===== src/rtl/sawtooth_monitor.sv =====
`default_nettype none
// ============================================================================
// sawtooth_monitor : checks a +1 ramp stream; reports lock, wraps, period, errors
// Revision: 1.0
// ============================================================================
module sawtooth_monitor #(
   parameter int WIDTH      = 8,
   parameter int LOCK_COUNT = 4,
   parameter int PERIOD_W   = 16
) (
   input  logic                clk,
   input  logic                rst_n,
   input  logic                sample_valid,
   input  logic [WIDTH-1:0]    sample,
   output logic                locked,
   output logic                wrap_pulse,
   output logic [PERIOD_W-1:0] period,
   output logic                period_valid,
   output logic                err_pulse,
   output logic [PERIOD_W-1:0] err_count
);
   localparam int                GOOD_W      = $clog2(LOCK_COUNT + 1);
   localparam logic [GOOD_W-1:0] GOOD_TARGET = GOOD_W'(LOCK_COUNT);

   typedef enum logic [1:0] {
      IDLE    = 2'd0,
      ACQUIRE = 2'd1,
      LOCKED  = 2'd2
   } state_t;

   state_t              state, state_nxt;
   logic [1:0]          rst_sync;
   logic                rst_int_n;
   logic [WIDTH-1:0]    prev;
   logic [GOOD_W-1:0]   good_cnt, good_cnt_nxt;
   logic [PERIOD_W-1:0] samp_cnt, samp_cnt_nxt;
   logic [PERIOD_W-1:0] period_nxt, err_count_nxt;
   logic                wrap_seen, wrap_seen_nxt;
   logic                wrap_nxt, period_valid_nxt, err_nxt;
   logic                good_step, wrap_step;

   // Assertion is immediate; release is synchronised so all state leaves reset together
   always_ff @(posedge clk or negedge rst_n) begin
      if (!rst_n) rst_sync <= 2'b00;
      else        rst_sync <= {rst_sync[0], 1'b1};
   end
   assign rst_int_n = rst_sync[1];

   assign good_step = (sample == prev + WIDTH'(1));
   assign wrap_step = good_step && (sample == '0) && (state != IDLE);
   assign locked    = (state == LOCKED);

   always_comb begin
      state_nxt        = state;
      good_cnt_nxt     = good_cnt;
      samp_cnt_nxt     = samp_cnt;
      wrap_seen_nxt    = wrap_seen;
      period_nxt       = period;
      err_count_nxt    = err_count;
      wrap_nxt         = 1'b0;
      period_valid_nxt = 1'b0;
      err_nxt          = 1'b0;
      if (sample_valid) begin
         if (state != IDLE) begin
            wrap_nxt = wrap_step;
            if (wrap_step)             samp_cnt_nxt = PERIOD_W'(1);
            else if (samp_cnt != '1)   samp_cnt_nxt = samp_cnt + PERIOD_W'(1);
         end
         case (state)
            IDLE: begin
               state_nxt    = ACQUIRE;
               good_cnt_nxt = '0;
            end
            ACQUIRE: begin
               if (good_step) begin
                  good_cnt_nxt = good_cnt + GOOD_W'(1);
                  // a wrap on the locking step counts as the first wrap seen in lock
                  if (good_cnt_nxt == GOOD_TARGET) begin
                     state_nxt     = LOCKED;
                     wrap_seen_nxt = wrap_step;
                  end
               end else begin
                  good_cnt_nxt = '0;
               end
            end
            LOCKED: begin
               if (good_step) begin
                  if (wrap_step) begin
                     wrap_seen_nxt = 1'b1;
                     if (wrap_seen) begin
                        period_nxt       = samp_cnt;
                        period_valid_nxt = 1'b1;
                     end
                  end
               end else begin
                  err_nxt = 1'b1;
                  if (err_count != '1) err_count_nxt = err_count + PERIOD_W'(1);
                  state_nxt     = ACQUIRE;
                  good_cnt_nxt  = '0;
                  wrap_seen_nxt = 1'b0;
               end
            end
            default: state_nxt = IDLE;
         endcase
      end
   end

   always_ff @(posedge clk or negedge rst_int_n) begin
      if (!rst_int_n) begin
         state        <= IDLE;
         prev         <= '0;
         good_cnt     <= '0;
         samp_cnt     <= '0;
         wrap_seen    <= 1'b0;
         period       <= '0;
         err_count    <= '0;
         wrap_pulse   <= 1'b0;
         period_valid <= 1'b0;
         err_pulse    <= 1'b0;
      end else begin
         state        <= state_nxt;
         good_cnt     <= good_cnt_nxt;
         samp_cnt     <= samp_cnt_nxt;
         wrap_seen    <= wrap_seen_nxt;
         period       <= period_nxt;
         err_count    <= err_count_nxt;
         wrap_pulse   <= wrap_nxt;
         period_valid <= period_valid_nxt;
         err_pulse    <= err_nxt;
         if (sample_valid) prev <= sample;
      end
   end
endmodule
`default_nettype wire


===== config.mk =====
export PLATFORM = sky130hd
export DESIGN_NAME = sawtooth_monitor
export DESIGN_NICKNAME = d
export VERILOG_FILES = /design/src/rtl/sawtooth_monitor.sv
export SDC_FILE = /design/constraint.sdc
export NUM_CORES = 1
export LEC_CHECK = 0
export BUFFER_PORTS_ARGS = -buffer_cell sky130_fd_sc_hd__buf_2
export CORE_MARGIN = 2
export CORE_UTILIZATION = 60
export DETAILED_ROUTE_END_ITERATION = 10
export MAX_ROUTING_LAYER = met4
export PLACE_DENSITY = 0.83
export SETUP_SLACK_MARGIN = 0.05
export SYNTH_ARGS = -nofsm -noshare
export SYNTH_HDL_FRONTEND = slang
export SYNTH_SLANG_ARGS = --single-unit

===== constraint.sdc =====
create_clock -name clk -period 3.4 [get_ports clk]
set_input_delay 0.34 -clock clk [delete_from_list [all_inputs] [get_ports clk]]
set_output_delay 0.34 -clock clk [all_outputs]
set_load 0.02 [all_outputs]

==> impl_metrics.py <==
metrics = {
    "critical_path": {
        "cp_top_family": "simple AND/OR/NAND/NOR gates",
        "critical_path_required_ns": 3.62,
        "timing.critical_path.arrival_ns": 3.11,
        "crit_path_cell_trace": "ha_1, nand2_1, or4_4, a32oi_4, nand4_2, nor2_4, mux2_2",
        "critPathBufInv": 0,
        "cp-start-kind": "flip-flop",
        "worst-r2r-cell-count": 7,
        "slowest_delay_ns": 0.51,
        "path_max_fanout": 16,
        "crit_end": "period[13]",
        "worst_path_max_delay_cell": "or4_4",
        "setup.worst_path.class": "flip-flop to flip-flop",
        "critPathCaptureType": "flip-flop",
        "crit_start": "prev[0]",
        "path_depth": 7,
        "reg2reg_setup_slack_ns": 0.51,
        "critical_path.reg2reg.endpoint": "period[13]",
        "regToRegStartpoint": "prev[0]",
    },
    "power_and_ir_drop": {
        "power.leakage_uw": 0.00185,
        "peakVddDrop_mv": 0.386,
        "power_density_nw_per_um2": 534,
    },
    "yosys": {
        "synth_ff_type": "dfrtp_1",
        "synth_top_area_share": 0.481,
        "yosysMostFrequentCell": "dfrtp_1",
        "number_of_synthesized_flops_with_an_enable_pin": 0,
        "synth_top_cells_by_area": "dfrtp_1 48%, mux2_2 4.8%, xnor2_1 4.5%",
        "post_synth.cell_area_avg_um2": 10.7,
        "post_synth_num_cell_types": 49,
        "synth_seq_area_share": 0.481,
        "postSynthRegisterBits": 67,
        "ys_top_cells_by_count": "67 x dfrtp_1, 28 x nand3_1, 21 x o21ai_0",
        "synth.cell_area_um2": 3490,
        "async_s_r_ff_share_synth": 1.00,
        "yosys_warnings": 0,
        "synth.largest_area_cell": "dfrtp_1",
        "synthesis.instances": 326,
        "synth_nets": 346,
    },
    "grt": {
        "grt_antenna_before_repair": 0,
        "grt_max_degree": 42,
        "gr-usage-all-layers": 0.248,
        "grt_first_pass_wirelength_mm": 12.0,
        "via_count_of_the_first_global_routing_pass": 2497,
        "global_route.overflow_total": 0,
    },
    "sta": {
        "final_period_minus_worst_setup_slack_ns": 2.89,
        "timing.final.hold_violations": 0,
        "skew_ns": 0.0114,
        "timing.max_slew.rel_slack": 0.434,
        "max_freq_mhz": 346,
        "tightestPinTransition_ns": 0.850,
        "timing.final.setup_violations": 0,
        "totalNegativeSetupSlack_ns": 0,
        "timing.final.max_slew_violations": 0,
        "grt_setup_unrepaired": "no",
        "timing.final.crit_share": 0.849,
    },
    "run": {
        "max_cap_viol_count": 0,
    },
    "route": {
        "drt_wl_total_mm": 7.00,
        "drt_pass1_iterations": 4,
        "dr_total_vias": 2731,
        "ant_nets": 0,
        "drt-initial-drc-count": 205,
        "drc": 0,
        "route.detailed.wl_per_inst_um": 15.4,
        "detail_route.vias_per_cell": 6.02,
    },
    "clock_network": {
        "number_of_buffers_added_for_setup_after_cts": 0,
        "cts_buffers": 9,
        "cts_tree": "built",
        "clkSlewWorstSetupHoldPaths_ns": 0.07,
        "root_cell_of_the_clock_tree": "clkbuf_8",
        "deepest_clock_path_buffer_count": 2,
        "htreeDepth": 3,
        "clkLatencyLatePin_ns": 0.34,
        "clock-sinks": 67,
    },
    "status": {
        "status": "completed",
    },
    "layout": {
        "nets": 398,
        "stdcell_count": 454,
        "areaGrowthSynthToFinish_pct": 14.2,
        "layout-drive-gt1-share": 0.230,
        "antenna_cells_inserted": 0,
    },
    "floorplanning": {
        "initial_utilization": 0.626,
        "core_region_area_um2": 5570,
        "overall_die_width_um": 80.3,
        "dieArea_um2": 6440,
        "std_cell_rows": 27,
        "pin_count": 47,
        "die_h_um": 80.3,
    },
    "place": {
        "place_hpwl_mm": 4.92,
        "place.port_buffers": 46,
        "gp_congestion": 0.854,
        "placedCellCount": 438,
    },
    "hold_path": {
        "hold_class": "input port to flip-flop",
        "holdPathStages": 2,
    },
}
-- worst register-to-register path, delay by kind of cell (launching register included) --
kind,cells,cell delay (ns)
and+or+nand+nor,4,1.25
DFF,1,0.42
AOI/OAI and AO/OA,1,0.41
muxes,1,0.41
adders and majority gates,1,0.28
-- routing by layer --
layer	global-route usage	vias up	routed length [um]
met4	0.0864	0	88
met2	0.385	82	3440
met1	0.335	1329	3160
li1	-	1308	-
met3	0.0382	12	314
met5	-	-	0
-- state kept, by name, summed over array words and instances (netlist names) --
name / count
good_cnt: 3
samp_cnt: 16
wrap_seen: 1
prev: 8
period_valid: 1
err_count: 16
wrap_pulse: 1
period: 16
err_pulse: 1
rst_sync: 2
state: 2
-- how the worst min path moves through the flow --
stage | start | end | slack, ns
2_1_floorplan | rst_n | rst_sync[0] | 0.04
3_3_place_gp | rst_n | rst_sync[0] | 0.13
3_5_place_dp | rst_n | rst_sync[0] | 0.13
4_1_cts | sample[1] | prev[1] | 0.26
5_1_grt | sample[1] | prev[1] | 0.27
6_report | sample[1] | prev[1] | 0.27
-- area by class of cell --
type | instances | area (um2)
Multi-Input combinational cell | 234 | 1700
Sequential cell | 67 | 1680
Fill cell | 406 | 1590
Timing Repair Buffer | 51 | 270
Clock buffer | 11 | 141
Tap cell | 72 | 90.1
Inverter | 15 | 56.3
Clock inverter | 4 | 51.3
-- cells in the final DEF, fill, tap and decap left out, types with 4 or more instances in the layout --
cell,n
xnor2_1,18
nand3_1,28
dfrtp_1,66
buf_2,46
nand2_1,12
mux2_2,15
and3_1,10
or3_1,12
a21oi_1,15
inv_1,15
ha_1,9
a41oi_1,5
o211ai_1,5
o21ai_0,21
mux2_1,10
nand4_1,14
xor2_1,5
nor2_1,14
clkbuf_8,10
buf_4,4
-- where the power goes --
group / switching [uW] / leakage, uW / internal, uW
Clock: 302 / 0.0000954 / 355
Combinational: 292 / 0.000880 / 184
Sequential: 115 / 0.000879 / 880
Total: 709 / 0.00185 / 1420
-- stage by stage --
stage	utilization	total power [uW]	hold WS [ns]	instance area, um2	setup WS (ns)
after floorplan	-	1350	0.0444	3490	0.871
after global placement	0.678	1450	0.125	3780	0.667
after detailed placement	0.678	1480	0.126	3780	0.546
after CTS	0.715	2130	0.265	3980	0.500
after global routing	0.715	2250	0.271	3980	0.283
final	0.715	2130	0.274	3980	0.512
-- timing repair --
item,4_1_cts,5_1_grt
gates resized for setup,0,0
endpoints found under the hold margin,2,0
hold buffers,1,0
-- cell families after synthesis --
| family | after synthesis | share of synthesized area |
|---|---|---|
| adder cells (fa/ha/maj) | 9 | 0.0323 |
| other | 1 | 0.00108 |
| AO/OA/AOI/OAI | 62 | 0.124 |
| buffers and inverters | 25 | 0.0330 |
| multiplexers | 28 | 0.0893 |
| AND/OR/NAND/NOR | 111 | 0.182 |
| XOR/XNOR | 23 | 0.0577 |
| flip-flops | 67 | 0.481 |
No activity file was read; power rests on OpenSTA's default activity.
